<file path="src/rtl/note_seq_pkg.sv">
// note_seq_pkg: shared mode codes, finish marker and sequencer state encoding
package note_seq_pkg;
  localparam logic [1:0] NOTE_MODE_PLAY  = 2'd3;
  localparam logic [1:0] NOTE_MODE_LEARN = 2'd2;
  localparam logic [6:0] NOTE_FINISH     = 7'h7C;

  typedef enum logic [1:0] {SEQ_IDLE, SEQ_PRIME, SEQ_RUN, SEQ_DONE} seq_state_t;

  // Any mode code other than PLAY is treated as LEARN.
  function automatic logic is_play(input logic [1:0] m);
    return m == NOTE_MODE_PLAY;
  endfunction
endpackage

</file>
<file path="src/rtl/note_fetch_pipe.sv">
// note_fetch_pipe: tracks outstanding ROM reads so returning data lines up with a valid strobe
module note_fetch_pipe #(
  parameter int LATENCY = 1
) (
  input  logic clk_in,
  input  logic rst_n_in,
  input  logic i_issue,
  input  logic i_flush,
  output logic o_data_valid,
  output logic o_inflight
);
  logic [LATENCY-1:0] r_vld;

  // One valid bit per outstanding read; flush discards everything still in flight.
  always_ff @(posedge clk_in or negedge rst_n_in) begin
    if (!rst_n_in) r_vld <= '0;
    else           r_vld <= i_flush ? '0 : (r_vld << 1) | LATENCY'(i_issue);
  end

  assign o_data_valid = r_vld[LATENCY-1];
  assign o_inflight   = |r_vld;
endmodule

</file>
<file path="src/rtl/note_stream_sequencer.sv">
// note_stream_sequencer: sliding window of upcoming song notes fed from an external ROM.
// Optional build macro NOTE_SEQ_LOOP_EN adds loop_in/loop_count for automatic song repeat.
module note_stream_sequencer
  import note_seq_pkg::*;
#(
  parameter int NOTE_BITS   = 7,
  parameter int WINDOW      = 5,
  parameter int ADDR_BITS   = 10,
  parameter int SONG_BITS   = 2,
  parameter int SONG_STRIDE = 250,
  parameter int NOTE_TICKS  = 25_000_000,
  parameter int ROM_LATENCY = 1
) (
  input  logic                        clk_in,
  input  logic                        rst_n_in,
  input  logic                        start,
  input  logic [SONG_BITS-1:0]        song_choice,
  input  logic [1:0]                  mode,
  input  logic                        advance_note,
  input  logic                        pause,
  output logic [ADDR_BITS-1:0]        rom_addr,
  input  logic [NOTE_BITS:0]          rom_data,
  output logic [WINDOW*NOTE_BITS-1:0] notes,
  output logic                        shifting_out,
  output logic                        busy,
  output logic                        finished
`ifdef NOTE_SEQ_LOOP_EN
  ,
  input  logic                        loop_in,
  output logic [3:0]                  loop_count
`endif
);
  localparam int NW = WINDOW * NOTE_BITS;
  localparam int TW = $clog2(NOTE_TICKS);
  localparam int PW = $clog2(WINDOW + ROM_LATENCY + 1);

  seq_state_t           r_state, w_state_n;
  logic [NW-1:0]        r_notes;
  logic [ADDR_BITS-1:0] r_addr, r_base, w_base;
  logic                 r_play, r_pend;
  logic [TW-1:0]        r_timer;
  logic [PW-1:0]        r_pcnt;
  logic                 w_issue, w_fin, w_loop, w_reprime, w_shift, w_flush, w_dv, w_infl;
  logic [NOTE_BITS-1:0] w_head;
  logic                 w_unused;

  assign w_base    = ADDR_BITS'(song_choice * SONG_STRIDE);
  assign w_head    = r_notes[NW-1 -: NOTE_BITS];
  assign w_reprime = w_fin & w_loop;
  assign w_flush   = start | w_fin;
  assign w_shift   = w_dv & ~start & ~w_fin & (r_state == SEQ_PRIME | r_state == SEQ_RUN);
  assign w_unused  = rom_data[NOTE_BITS];

  note_fetch_pipe #(.LATENCY(ROM_LATENCY)) u_pipe (
    .clk_in       (clk_in),
    .rst_n_in     (rst_n_in),
    .i_issue      (w_issue),
    .i_flush      (w_flush),
    .o_data_valid (w_dv),
    .o_inflight   (w_infl)
  );

  // State register.
  always_ff @(posedge clk_in or negedge rst_n_in) begin
    if (!rst_n_in) r_state <= SEQ_IDLE;
    else           r_state <= w_state_n;
  end

  // Next state and fetch issue: start overrides all; finish stops fetching and drops in-flight data.
  always_comb begin
    w_state_n = r_state;
    w_issue   = 1'b0;
    w_fin     = 1'b0;
    if (start) w_state_n = SEQ_PRIME;
    else begin
      case (r_state)
        SEQ_PRIME: begin
          w_issue = r_pcnt < PW'(WINDOW);
          if (r_pcnt == PW'(WINDOW + ROM_LATENCY - 1)) w_state_n = SEQ_RUN;
        end
        SEQ_RUN: begin
          if (w_head == NOTE_BITS'(NOTE_FINISH)) begin
            w_fin     = 1'b1;
            w_state_n = w_loop ? SEQ_PRIME : SEQ_DONE;
          end else begin
            w_issue = r_play ? (!pause && r_timer == TW'(NOTE_TICKS - 1))
                    : r_pend ? (w_dv || !w_infl)
                    : (advance_note && !w_infl);
          end
        end
        default: ;
      endcase
    end
  end

  // Note window and ROM address: cleared/rebased on (re)start, shifted on returning data.
  always_ff @(posedge clk_in or negedge rst_n_in) begin
    if (!rst_n_in) begin
      r_notes <= '0;
      r_addr  <= '0;
    end else if (start) begin
      r_notes <= '0;
      r_addr  <= w_base;
    end else if (w_reprime) begin
      r_notes <= '0;
      r_addr  <= r_base;
    end else begin
      if (w_shift) r_notes <= {r_notes[NW-NOTE_BITS-1:0], rom_data[NOTE_BITS-1:0]};
      if (w_issue) r_addr <= r_addr + 1'b1;
    end
  end

  // Song base and play/learn mode are captured only when a song starts.
  always_ff @(posedge clk_in or negedge rst_n_in) begin
    if (!rst_n_in) begin
      r_base <= '0;
      r_play <= 1'b0;
    end else if (start) begin
      r_base <= w_base;
      r_play <= is_play(mode);
    end
  end

  // PLAY note timer and the single-entry LEARN advance queue; both idle outside RUN.
  always_ff @(posedge clk_in or negedge rst_n_in) begin
    if (!rst_n_in) begin
      r_timer <= '0;
      r_pend  <= 1'b0;
    end else if (start || w_fin || r_state != SEQ_RUN) begin
      r_timer <= '0;
      r_pend  <= 1'b0;
    end else begin
      r_timer <= (!r_play || pause) ? r_timer
               : (r_timer == TW'(NOTE_TICKS - 1)) ? '0 : r_timer + 1'b1;
      r_pend  <= r_play ? 1'b0 : r_pend ? !w_issue : (advance_note && w_infl);
    end
  end

  // Cycle counter through PRIME: fetch slots first, then wait out the ROM latency.
  always_ff @(posedge clk_in or negedge rst_n_in) begin
    if (!rst_n_in) r_pcnt <= '0;
    else           r_pcnt <= (r_state == SEQ_PRIME && !start) ? r_pcnt + 1'b1 : '0;
  end

`ifdef NOTE_SEQ_LOOP_EN
  logic [3:0] r_loops;
  assign w_loop     = loop_in;
  assign loop_count = r_loops;

  // Completed-loop counter, saturating so it never wraps back to zero.
  always_ff @(posedge clk_in or negedge rst_n_in) begin
    if (!rst_n_in)                            r_loops <= '0;
    else if (start)                           r_loops <= '0;
    else if (w_reprime && r_loops != 4'hF)    r_loops <= r_loops + 1'b1;
  end
`else
  assign w_loop = 1'b0;
`endif

  assign rom_addr     = r_addr;
  assign notes        = r_notes;
  assign shifting_out = w_shift;
  assign busy         = (r_state == SEQ_PRIME) | (r_state == SEQ_RUN);
  assign finished     = (r_state == SEQ_DONE);
endmodule

</file>
<file path="config.mk">
export PLATFORM = sky130hd
export DESIGN_NAME = note_stream_sequencer
export DESIGN_NICKNAME = d
export VERILOG_FILES = /design/src/rtl/note_seq_pkg.sv /design/src/rtl/note_fetch_pipe.sv /design/src/rtl/note_stream_sequencer.sv
export SDC_FILE = /design/constraint.sdc
export NUM_CORES = 1
export LEC_CHECK = 0
export ABC_AREA = 1
export CORE_AREA = 2 2 71 123
export CTS_CLUSTER_SIZE = 8
export DETAILED_ROUTE_END_ITERATION = 10
export DIE_AREA = 0 0 73 125
export PLACE_DENSITY_LB_ADDON = 0.2
export RECOVER_POWER = 25
export SLEW_MARGIN = 20
export SYNTH_ARGS = -nofsm -noshare
export SYNTH_HDL_FRONTEND = slang
export SYNTH_SLANG_ARGS = --single-unit
</file>
<file path="constraint.sdc">
create_clock -name clk_in -period 2 [get_ports clk_in]
set_input_delay 0.4 -clock clk_in [delete_from_list [all_inputs] [get_ports clk_in]]
set_output_delay 0.4 -clock clk_in [all_outputs]
set_load 0.02 [all_outputs]
</file>
[Word-level counts from Yosys, hierarchy flattened]
Index checks and enable logic that the tools add are counted.
Storage, ports and cells
  memory bits (read-only): 0
  memory bits (writable): 0
  memories: 0
  input bits: 17
  register bits: 78
  word-level logic and storage cells: 71
  output and inout port bits: 48
  latch bits: 0
Cells by class
  bitwise logic cells: 7
  divide/modulo/power cells: 0
  $lt $le $gt $ge: 1
  multipliers: 1
  add/subtract/negate cells: 3
  muxes and demuxes: 24
  eq/ne operators: 11
  reductions and logical operators: 16
  shift-type cells: 0
Operators with widths (number)
  2-to-1 mux 25 bit: 3
  2-to-1 mux 35 bit: 2
  adder 25 x 1 -> 25 bit (second input constant): 1
  == test 25 bit (second input constant): 1
  2-to-1 mux 10 bit: 2
  2-to-1 mux 1 bit: 11
  adder 10 x 1 -> 10 bit (second input constant): 1
  multiplier 2 x 7 -> 9 bit (second input constant): 1
  == test 7 bit (second input constant): 1
  == test 2 bit (second input constant): 3
  2-to-1 mux 2 bit: 3
  inequality test 3 bit (second input constant): 2
  zero test 1 bit: 5
  logical AND 1 bit: 4
  inequality test 2 bit (second input constant): 2
  case mux 2 bit (2 select lines): 1
  nonzero test 2 bit: 2
  adder 3 x 1 -> 3 bit (second input constant): 1
  bitwise AND 1 bit: 3
  == test 3 bit (second input constant): 1
  logical OR 1 bit: 3
  < comparator 3 bit (second input constant): 1
  2-to-1 mux 3 bit: 1
  AND reduction 3 bit: 1
  other kinds (5): 7

[Longest topological paths before layout]
Gate-level depths: netlist (run 1).
  depth in word-level cells: 11
  depth in mapped cells: 13
  depth with buffers taken out: 13

[By module]
From an unflattened synthesis (run 1), not the netlist that was laid out.
Second synthesis, totals
  cell total of the unflattened synthesis: 541
  area, all modules: 4310.4 µm²
Modules (own cells, without submodules)
  note_stream_sequencer: sequential area each 1926.8 µm², area an instance 4267.8 µm², instances 1, cells each 537
  note_fetch_pipe: sequential area each 25.0 µm², area an instance 42.5 µm², instances 1, cells each 4

[Worst setup path before layout (run 1)]
No wires, ideal clock.
  path type: reg-to-output
  from: reg r_state[0]
  to: out shifting_out
  cell stages (with the launch flop): 8
  buffers on the path: 2
  required time: 1.600 ns
  data arrival time: 1.598 ns
  setup slack: 0.002 ns
  cells stage by stage: dfrtp_1 -> inv_1 -> ha_1 -> inv_1 -> nand2_1 -> nor2_1 -> buf_6 -> buf_2
Between the ends
  elaborated cells between the ends (all ways): 8
  those cells by class: 2 x eq/ne; 2 x mux; 4 x bitwise
RTL lines
  start: declaration: RTL line note_stream_sequencer.sv:37  | seq_state_t r_state, w_state_n;
  start signal: assignment: RTL line note_stream_sequencer.sv:66  | else r_state <= w_state_n;
  == test 2 x 1 -> 1 bit or == test 2 bit (tied branches)
  bitwise OR 1 bit *
  via busy: RTL line note_stream_sequencer.sv:25  | output logic busy,
  bitwise AND 1 bit *: RTL line note_stream_sequencer.sv:51  | assign w_shift = w_dv & ~start & ~w_fin & (r_state == SEQ_PRIME | r_state == SEQ_RUN);
  end: declaration: RTL line note_stream_sequencer.sv:24  | output logic shifting_out,
The timed path passes the listed nets; every way through them passes the cells marked *.

[Final worst setup path (run 1)]
  from: reg r_state[0]
  to: out shifting_out
Between the ends
  word-level cells in the longest chain between the ends: 6
  elaborated cells between the ends (all ways): 8
  those cells by class: 2 x eq/ne; 2 x mux; 4 x bitwise
RTL lines
  == test 2 bit: RTL line note_stream_sequencer.sv:51, note_stream_sequencer.sv:76
  2-to-1 mux 1 bit: RTL line note_stream_sequencer.sv:76  | case (r_state)
  2-to-1 mux 1 bit: RTL line note_stream_sequencer.sv:74  | if (start) w_state_n = SEQ_PRIME;
  NOT 1 bit: RTL line note_stream_sequencer.sv:51
  bitwise AND 1 bit: RTL line note_stream_sequencer.sv:51
  bitwise AND 1 bit *: RTL line note_stream_sequencer.sv:51
Every way passes the cells marked *; elsewhere a longest branch is shown, timed or not.

==> reports/qor.csv, run 1 <==
metric,value,unit
port buffer count,63,
CTS tree,yes,
required time of the critical path,1.60,ns
Multi-input gate area,2080,sq um
pwr/cell area,885,nW/um^2
nets,681,
R2R Setup Slk,0.15,ns
1st-iter DRT viols,249,
Worst setup SP type,flop,
synth warn,0,
Sink Count,78,
Worst Hold Class,flop to flop,
"Power, Total",4.94,mW
layout cell share with drive strength beyond 1,13.1,%
"EDFF count, synth",0,
worst-path fanout max,2,
number of distinct library cells after synthesis,35,
fin cells,750,
Worst EP arrival,1.50,ns
routed length per instance,14.7,um
part of the Yosys area used for sequential elements,44.6,%
GR Util All Layers,26.2,%
number of remaining DRC errors,0,
"FF+latch count, synth",78,
clock buffer depth,2,
Max IR drop VDD,0.755,mV
drt total wl,11000,um
ys flop type,dfrtp_1,
RSZ-0062 raised after global routing,false,
Die Area,9130,sq um
H-tree depth,3,
Netlist Area Pre-Place,4370,sq um
syn_nets,590,
# IOs,65,
root buf cell,clkbuf_16,
P_leak,2.50,nW
routed vias/inst,5.34,
postcts setup bufs,0,
kind of critical path,flop to output pin,
cells after synthesis,563,
vias,4005,
Die Height,125,um
Worst-path clk slew,0.06,ns
Post-DP HPWL,8430,um
num rows,44,
"FFs w/ async S/R, synth",100,%
Placeable Area,8200,sq um
crit share post-route,95.1,%
Routed Antenna Nets,0,
placed cells,734,
Worst Hold Launch,r_pcnt[0],
Worst-Margin Slew,0.672,ns
pin count of the biggest net entering global routing,62,
1st-pass router iterations,5,
first-pass GRT wire length,18500,um
Setup crit end kind,output pin,
Reg-to-Reg Start,notes[29],
grt ovf,0,
Syn Area/Cell,7.76,sq um
worst-skew pair later-pin latency,0.34,ns
final RePlAce weighted congestion,0.940,
ANT cells,0,
initial antenna violation count,0,
Crit Reg-Reg Endpoint,r_timer[7],
vias in the first global route,4012,
hold path cells,1,
Seq. cell area,1950,sq um
hold endpoint,r_pcnt[0],
worst clock skew,0.00566,ns
R2R depth,8,
min cycle time layout,1.90,ns
setup violators final,0,
synthesis-to-finish area growth,27.8,%
# fillers,717,
status,finished clean,
Die W,73,um
Max transition margin,55.2,%
CTS Buf Count,9,
WHS,0.488,ns
max-slew violations,0,
Initial Util,53.3,%
Peak Freq,526,MHz
final hold violations,0,
maxcap violations,0,
## critical path, cell delays in order (launching register included)
cell,delay [ns]
dfrtp_1,0.35
inv_1,0.05
ha_1,0.27
inv_1,0.08
nand2_1,0.10
nor2_4,0.13
buf_2,0.17
## layout by cell type (no fill, tap or decap), drive strengths merged
cell	Yosys	routed
a21oi	9	9
a22oi	1	1
a31oi	2	2
and3	1	1
buf	12	36
clkbuf	7	13
clkdlybuf4s50	0	59
clkinv	0	1
clkinvlp	0	2
dfrtp	78	78
dlygate4sd2	0	1
dlygate4sd3	0	1
ha	10	10
inv	71	72
nand2	148	148
nand3	54	54
nand3b	1	1
nand4	15	15
nor2	48	48
nor3	13	13
nor3b	1	1
nor4	5	5
o21ai	60	60
o21bai	1	1
o22ai	4	4
o31ai	3	3
or2	1	1
xnor2	1	1
xor2	17	17
## sequential cells by signal, indices dropped and copies added, names as in the netlist
name                 count
r_timer                 25
rom_addr                10
r_play                   1
notes                   35
r_pcnt                   3
r_pend                   1
r_state                  2
u_pipe.o_data_valid      1
## layout make-up
class / count / share of cell area (%)
clock buffer: 11 / 4.35
clock inverter: 4 / 0.582
inverter: 71 / 4.77
multi-input combinational: 395 / 37.2
sequential: 78 / 34.9
tap: 92 / 2.06
timing repair buffer: 99 / 16.1
## routing by layer
layer	vias up	track usage, %	part of all wire [%]	wire length, um
met3	31	3.14	2.9	320
met2	78	46.6	55	6080
li1	2009	-	-	-
met1	1887	28.2	37	4060
met4	0	16.2	5.3	585
met5	-	0	0	0
## synth_stat cells (9+ instances only)
library cell / n / area (sq um)
nand2_1: 143 / 537
dfrtp_1: 78 / 1950
inv_1: 67 / 251
nand3_1: 44 / 220
nor2_1: 40 / 150
o21ai_0: 33 / 165
o21ai_1: 27 / 135
xor2_1: 17 / 149
nand4_1: 15 / 93.8
nor3_1: 11 / 55.1
ha_1: 10 / 125
nand3_2: 10 / 100
a21oi_1: 9 / 45.0
## how the worst max path moves through the flow
stage	from	to	slack (ns)	depth (start not counted)
floorplan	r_state[0]	shifting_out	0.002	7
global placement	start	shifting_out	-0.19	5
detailed placement	start	shifting_out	-0.19	5
CTS	notes[30]	shifting_out	-0.05	7
global route	r_state[0]	shifting_out	0.02	6
finish	r_state[0]	shifting_out	0.1	6
## power breakdown
group | leakage (nW) | internal, mW | switching (mW) | total [mW]
registers | 1.07 | 1.73 | 0.186 | 1.92
clock network | 0.128 | 0.874 | 0.653 | 1.53
logic | 1.31 | 0.622 | 0.878 | 1.50
total | 2.50 | 3.23 | 1.72 | 4.94
## what timing repair did
action                                  in CTS  in global routing
endpoints found under the setup margin       3                  6
endpoints found under the hold margin       23                  0
hold buffers                                 1                  0
resized for setup                            5                  6
## cell families after synthesis
| logic type | synth area share (%) |
|---|---|
| AO/OA/AOI/OAI | 9.62 |
| XOR/XNOR | 3.61 |
| adder cells (fa/ha/maj) | 2.86 |
| buffers and inverters | 8.27 |
| flip-flops | 44.6 |
| AND/OR/NAND/NOR | 31.0 |
## per-stage QoR
step           setup slack (ns)  setup TNS, ns  cell area, sq um  util [%]
5_1_grt                  0.0157              0              5590      68.1
2_1_floorplan           0.00193              0              4370         -
3_5_place_dp             -0.185          -1.54              5300      64.6
3_3_place_gp             -0.186         -0.940              5300      64.6
6_report                 0.0979              0              5590      68.1
4_1_cts                 -0.0471        -0.0471              5590      68.1
(Power assumes the default switching activity.)
==> run 2, diff against run 1 <==
--- a/config.mk
+++ b/config.mk
@@ -10,6 +10,7 @@
 export CTS_CLUSTER_SIZE = 8
 export DETAILED_ROUTE_END_ITERATION = 10
 export DIE_AREA = 0 0 73 125
+export MAX_ROUTING_LAYER = met4
 export PLACE_DENSITY_LB_ADDON = 0.2
 export RECOVER_POWER = 25
 export SLEW_MARGIN = 20
==> reports/qor.csv, run 2 (same netlist as run 1, synthesis figures left out) <==
metric,value,unit,change
pin count of the biggest net entering global routing,62,,unchanged
pwr/cell area,956,nW/um^2,+8.0%
kind of critical path,flop to output pin,,
worst-skew pair later-pin latency,0.34,ns,about the same
final RePlAce weighted congestion,0.944,,+0.45%
worst setup margin,-0.0431,ns,-0.141 ns
Peak Freq,489,MHz,-6.9%
drt total wl,11600,um,+4.8%
maxcap violations,0,,unchanged
Routed Antenna Nets,0,,unchanged
WHS,0.493,ns,+0.00535 ns
required time of the critical path,1.60,ns,about the same
Die Height,125,um,unchanged
Max transition margin,52.5,%,-2.7 points
vias in the first global route,4102,,+2.2%
final hold violations,0,,unchanged
"Power, Total",5.46,mW,+10%
Worst setup SP type,flop,,
ANT cells,0,,unchanged
nets,683,,+0.29%
setup TNS,-0.0431,ns,-0.0431 ns
routed length per instance,15.4,um,+4.4%
Post-DP HPWL,8450,um,+0.29%
min cycle time layout,2.04,ns,+0.141 ns
first-pass GRT wire length,18800,um,+1.6%
Sink Count,78,,unchanged
CP top delay family,simple AND/OR/NAND/NOR gates,,
"commonest cells after routing, fill and taps aside","nand2_1 (141), dfrtp_1 (78), inv_1 (67)",,
crit-path cells,"nand3_2, nor4_4, buf_4, nand2_2, nand2_2, nor2_4, buf_6",,
RSZ-0062 raised after global routing,true,,
Placeable Area,8200,sq um,unchanged
Die W,73,um,unchanged
Worst EP arrival,1.64,ns,+0.14 ns
initial antenna violation count,0,,unchanged
P_leak,2.56,nW,+2.4%
vias,4098,,+2.3%
Max IR drop VDD,1.00,mV,+33%
Worst-path clk slew,0.06,ns,about the same
"Largest stage delay, worst path",0.37,ns,+0.02 ns
# fillers,669,,-6.7%
CP max stage cell,dfrtp_1,,
Critical Path Most Common Cell,nand2_2,,
max reg flops,35,,unchanged
worst clock skew,0.00578,ns,+0.000114 ns
Setup crit end kind,output pin,,
GR Util All Layers,27.7,%,+1.5 points
clock buffer depth,2,,unchanged
root buf cell,clkbuf_16,,
status,finished with violations,,
H-tree depth,3,,unchanged
layout cell share with drive strength beyond 1,13.8,%,+0.70 points
"commonest non-fill, non-tap cell in the layout",nand2_1,,
crit share post-route,102,%,+7.0 points
1st-iter DRT viols,270,,+8.4%
# IOs,65,,unchanged
number of remaining DRC errors,0,,unchanged
num rows,44,,unchanged
max-slew violations,0,,unchanged
Initial Util,53.3,%,unchanged
port buffer count,63,,unchanged
Worst Hold Class,flop to flop,,
failing checks,setup timing,,
1st-pass router iterations,4,,-1
routed vias/inst,5.44,,+1.9%
CTS tree,yes,,
Worst-Margin Slew,0.713,ns,+0.0409 ns
pre-CTS setup slack,-0.182,ns,+0.00320 ns
synthesis-to-finish area growth,30.5,%,
fin cells,753,,+0.40%
CTS Buf Count,9,,unchanged
worst-path fanout max,2,,unchanged
placed cells,734,,unchanged
setup violators final,1,,+1
Die Area,9130,sq um,unchanged
grt ovf,0,,unchanged
Buffers & Inverters on Critical Path,2,,-1
==> run 2: cell count changes in the layout (fill, tap and decap cells not counted) <==
| cell | delta |
|---|---|
| buf_12 | -1 |
| buf_2 | -1 |
| buf_4 | +3 |
| buf_6 | +1 |
| bufinv_16 | +4 |
| clkinv_4 | -1 |
| clkinvlp_4 | -2 |
| nand2_1 | -1 |
| nand2_2 | +1 |
| nand3_1 | -1 |
| nand3_2 | +1 |
| nor4_2 | -1 |
| nor4_4 | +1 |
==> run 2: final cells by class <==
| type | count | area, sq um | area share, % |
|---|---|---|---|
| flip-flops and latches | 78 | 1950 | 34.2 |
| inverters | 71 | 267 | 4.67 |
| well taps | 92 | 115 | 2.02 |
| repair buffers | 101 | 908 | 15.9 |
| multi-input cells | 395 | 2090 | 36.7 |
| clock inverters | 5 | 129 | 2.26 |
| clock buffers | 11 | 243 | 4.25 |
==> run 2: metrics by stage <==
step | instance area (sq um) | util [%]
2_1_floorplan | 4370 | -
3_3_place_gp | 5300 | 64.6
3_5_place_dp | 5300 | 64.6
4_1_cts | 5690 | 69.4
5_1_grt | 5710 | 69.6
6_report | 5710 | 69.6
==> run 2: worst paths after layout <==
path | from | endpoint | slack [ns] | cells past startpoint
setup reg to reg | notes[29] | r_timer[1] | 0.12 | 9
min in group asynchronous | rst_n_in | r_timer[21] | 0.61 | 2
setup / recovery | notes[34] | shifting_out | -0.04 | 7
hold / removal | r_pcnt[0] | r_pcnt[0] | 0.49 | 1
max in group asynchronous | rst_n_in | r_timer[10] | 0.23 | 3
hold reg to reg | r_pcnt[0] | r_pcnt[0] | 0.49 | 1
==> run 2: routing by layer <==
| metal | share of wire (%) | vias to the layer above | GRT usage, % |
|---|---|---|---|
| met4 | 6.5 | 0 | 17.6 |
| met2 | 54 | 114 | 46.4 |
| li1 | - | 2017 | - |
| met3 | 3.1 | 47 | 3.95 |
| met5 | 0 | - | - |
| met1 | 36 | 1920 | 29.6 |
==> run 2: where the power goes <==
| group | internal [mW] | leakage [nW] | switching, mW |
|---|---|---|---|
| registers | 1.73 | 1.07 | 0.187 |
| logic | 0.623 | 1.31 | 0.889 |
| clock network | 1.38 | 0.180 | 0.642 |
| total | 3.74 | 2.56 | 1.72 |
==> run 2: repair_timing <==
item	in CTS	in global routing
hold buffers	1	0
pin swaps	0	3
gates cloned	0	0
buffers inserted	0	2
endpoints found under the setup margin	3	6
gates resized for setup	7	9
endpoints found under the hold margin	23	0
==> run 3, diff against run 2 <==
--- a/config.mk
+++ b/config.mk
@@ -6,14 +6,17 @@
 export NUM_CORES = 1
 export LEC_CHECK = 0
 export ABC_AREA = 1
-export CORE_AREA = 2 2 71 123
+export CORE_AREA = 2 2 71 124
+export CTS_BUF_LIST = sky130_fd_sc_hd__clkbuf_16
 export CTS_CLUSTER_SIZE = 8
 export DETAILED_ROUTE_END_ITERATION = 10
-export DIE_AREA = 0 0 73 125
+export DIE_AREA = 0 0 73 126
+export GPL_TIMING_DRIVEN = 0
 export MAX_ROUTING_LAYER = met4
 export PLACE_DENSITY_LB_ADDON = 0.2
 export RECOVER_POWER = 25
 export SLEW_MARGIN = 20
 export SYNTH_ARGS = -nofsm -noshare
 export SYNTH_HDL_FRONTEND = slang
+export SYNTH_HIERARCHICAL = 1
 export SYNTH_SLANG_ARGS = --single-unit
==> reports/qor.csv, run 3 <==
metric,value,unit,change
status,finished clean,,
post-synthesis mux area share,0,%,unchanged
"Design Area, Final",5480,sq um,-3.9%
ys flop type,dfrtp_1,,
1st-iter DRT viols,249,,-7.8%
kind of critical path,flop to output pin,,
"FFs w/ async S/R, synth",100,%,unchanged
Setup crit end kind,output pin,,
number of remaining DRC errors,0,,unchanged
Net Switching,1.75,mW,+2.1%
"FF+latch count, synth",78,,unchanged
root buf cell,clkbuf_16,,
RSZ-0062 raised after global routing,true,,
Worst setup SP type,flop,,
drt total wl,11800,um,+2.2%
Worst-Margin Slew,0.983,ns,+0.270 ns
CTS tree,yes,,
num rows,44,,unchanged
layout cell share with drive strength beyond 1,13.8,%,+0.043 points
Syn Area/Cell,7.97,sq um,+2.6%
"commonest cells after routing, fill and taps aside","nand2_1 (119), dfrtp_1 (77), clkdlybuf4s50_1 (58)",,
1st-pass router iterations,5,,+1
clock buffer depth,2,,unchanged
leading cell types by count after synthesis,"nand2_1 (120), dfrtp_1 (78), nand3_1 (55), inv_1 (49), o21ai_0 (47)",,
XOR/XNOR share of the synthesized area,4.06,%,+0.46 points
"EDFF count, synth",0,,unchanged
routed wl met3,467,um,+31%
pin count of the biggest net entering global routing,41,,-34%
number of distinct library cells after synthesis,35,,unchanged
GR Util All Layers,27.8,%,about the same
# IOs,65,,unchanged
vias,4032,,-1.6%
final hold violations,0,,unchanged
routed vias/inst,5.58,,+2.6%
ranking of synthesized cells by area,"dfrtp_1 (45%), nand2_1 (10%), nand3_1 (6.4%)",,
min cycle time layout,1.95,ns,-0.0943 ns
grt ovf,0,,unchanged
Max transition margin,34.4,%,-18 points
Netlist Area Pre-Place,4310,sq um,-1.4%
met2 routed WL,6450,um,+2.6%
Placeable Area,8200,sq um,unchanged
"Power, Total",4.94,mW,-9.5%
Synth Area in Compound Gates,9.46,%,-0.15 points
Sw Share,35.5,%,+4.0 points
Max IR drop VDD,0.881,mV,-12%
worst clock skew,0.00655,ns,+0.000776 ns
H-tree depth,3,,unchanged
nets,652,,-4.5%
most common cell in the synthesized netlist,nand2_1,,
Worst EP arrival,1.55,ns,-0.09 ns
pwr/cell area,900,nW/um^2,-5.8%
Die W,73,um,unchanged
Worst Hold Class,primary input to async pin,,
placed cells,696,,-5.2%
worst-skew pair later-pin latency,0.34,ns,about the same
Reg power frac,38.6,%,+3.4 points
Worst-path clk slew,0.06,ns,about the same
post-synth top area cell,dfrtp_1,,
max-slew violations,0,,unchanged
final core utilization,66.8,%,-2.7 points
fin cells,722,,-4.1%
area share of the largest cell type after synthesis,45.3,%,+0.64 points
routed length per instance,16.4,um,+6.6%
Comb power frac,31.3,%,+3.6 points
Peak Freq,513,MHz,+4.8%
"commonest non-fill, non-tap cell in the layout",nand2_1,,
wl on met1,4290,um,+2.8%
final RePlAce weighted congestion,0.938,,-0.62%
maxcap violations,0,,unchanged
initial antenna violation count,0,,unchanged
Die Height,126,um,+0.80%
CTS Buf Count,9,,unchanged
max reg flops,35,,unchanged
vias in the first global route,4069,,-0.80%
P_int,3.18,mW,-15%
syn_nets,568,,-3.7%
Sink Count,78,,unchanged
required time of the critical path,1.60,ns,about the same
part of the Yosys area used for sequential elements,45.3,%,+0.64 points
number of hold buffers added after CTS,0,,-1
Post-Synth Adder-Cell Area,2.90,%,+0.041 points
synthesis-to-finish area growth,27.2,%,
worst-path fanout max,2,,unchanged
combinational family with the most area after synthesis,simple AND/OR/NAND/NOR gates,,
WHS,0.214,ns,-0.280 ns
Routed Antenna Nets,0,,unchanged
# fillers,709,,+6.0%
first-pass GRT wire length,19100,um,+1.6%
crit share post-route,97.4,%,-4.7 points
Post-DP HPWL,8670,um,+2.6%
cells after synthesis,541,,-3.9%
setup violators final,0,,-1
Initial Util,52.5,%,-0.75 points
P_leak,2.34,nW,-8.7%
Simple-Gate Fraction of Synth Area,30.9,%,-0.11 points
port buffer count,62,,-1.6%
Die Area,9200,sq um,+0.80%
ANT cells,0,,unchanged
post-place instance area,5060,sq um,-4.5%
synth warn,6,,+6
clock power share,30.1,%,-7.0 points
Top Metal Used,met4,,
## run 3: changes by cell type in the layout (fill, tap and decap cells not counted), moves of 5 or more
cell	before	now
buf_4	37	12
nand2_1	141	119
inv_1	67	49
o21ai_0	33	47
nand3_1	43	54
o21ai_1	27	16
buf_2	0	7
clkbuf_1	1	6
## run 3: layout make-up
type                       count  area, sq um  share of cell area, %
multi-input combinational    384         2100                   38.2
tap                           92          115                   2.10
timing repair buffer          74          723                   13.2
buffer                        19         96.3                   1.76
clock buffer                   9          225                   4.11
inverter                      59          231                   4.22
sequential                    78         1950                   35.6
clock inverter                 7         41.3                  0.753
## run 3: critical path, cell delays in order (launching register included)
cell and delay [ns]:
dfrtp_1 0.41, nor4_4 0.37, nand2_2 0.13, nand4_4 0.14, inv_6 0.04, buf_6 0.12
## run 3: timing repair
| action | CTS | global route |
|---|---|---|
| setup buffers | 6 | 5 |
| pin swaps | 4 | 2 |
| endpoints found under the setup margin | 2 | 40 |
| gates resized for setup | 16 | 11 |
## run 3: power by group through the flow
stage               clock network [mW]  logic, mW  registers, mW
finish                            1.49       1.54           1.91
global route                      1.57       1.68           1.93
CTS                               1.51       1.43           1.90
detailed placement                   0       1.40           1.92
global placement                     0       1.36           1.91
floorplan                            0      0.742           2.02
## run 3: metrics by stage
step / TNS [ns] / setup slack (ns)
final: 0 / 0.0512
after CTS: -0.00800 / -0.00800
after detailed placement: -2.16 / -0.580
after floorplan: 0 / 0.112
after global routing: -0.00647 / -0.00647
after global placement: -181.27 / -2.30
## run 3: cells by family (layout without fill, tap and decap cells)
group | Yosys count | count (layout)
XOR/XNOR | 20 | 20
buffers and inverters | 79 | 168
AO/OA/AOI/OAI | 79 | 79
AND/OR/NAND/NOR | 275 | 275
flip-flops | 78 | 78
adder cells (fa/ha/maj) | 10 | 10
## run 3: metal layers
metal	track usage, %	vias to the layer above
met1	28.9	1914
met4	17.0	0
li1	-	1945
met3	5.44	45
met2	46.6	128
met5	-	-
## run 3: final timing paths
check / depth (start not counted) / from / slack [ns] / to
max in group asynchronous: 2 / rst_n_in / 1.04 / rom_addr[6]
setup reg to reg: 6 / notes[29] / 0.14 / r_timer[11]
setup / recovery: 5 / notes[29] / 0.05 / shifting_out
min in group clk_in: 1 / r_pcnt[0] / 0.51 / r_pcnt[0]
hold / removal: 1 / rst_n_in / 0.21 / r_timer[14]
hold reg to reg: 1 / r_pcnt[0] / 0.51 / r_pcnt[0]
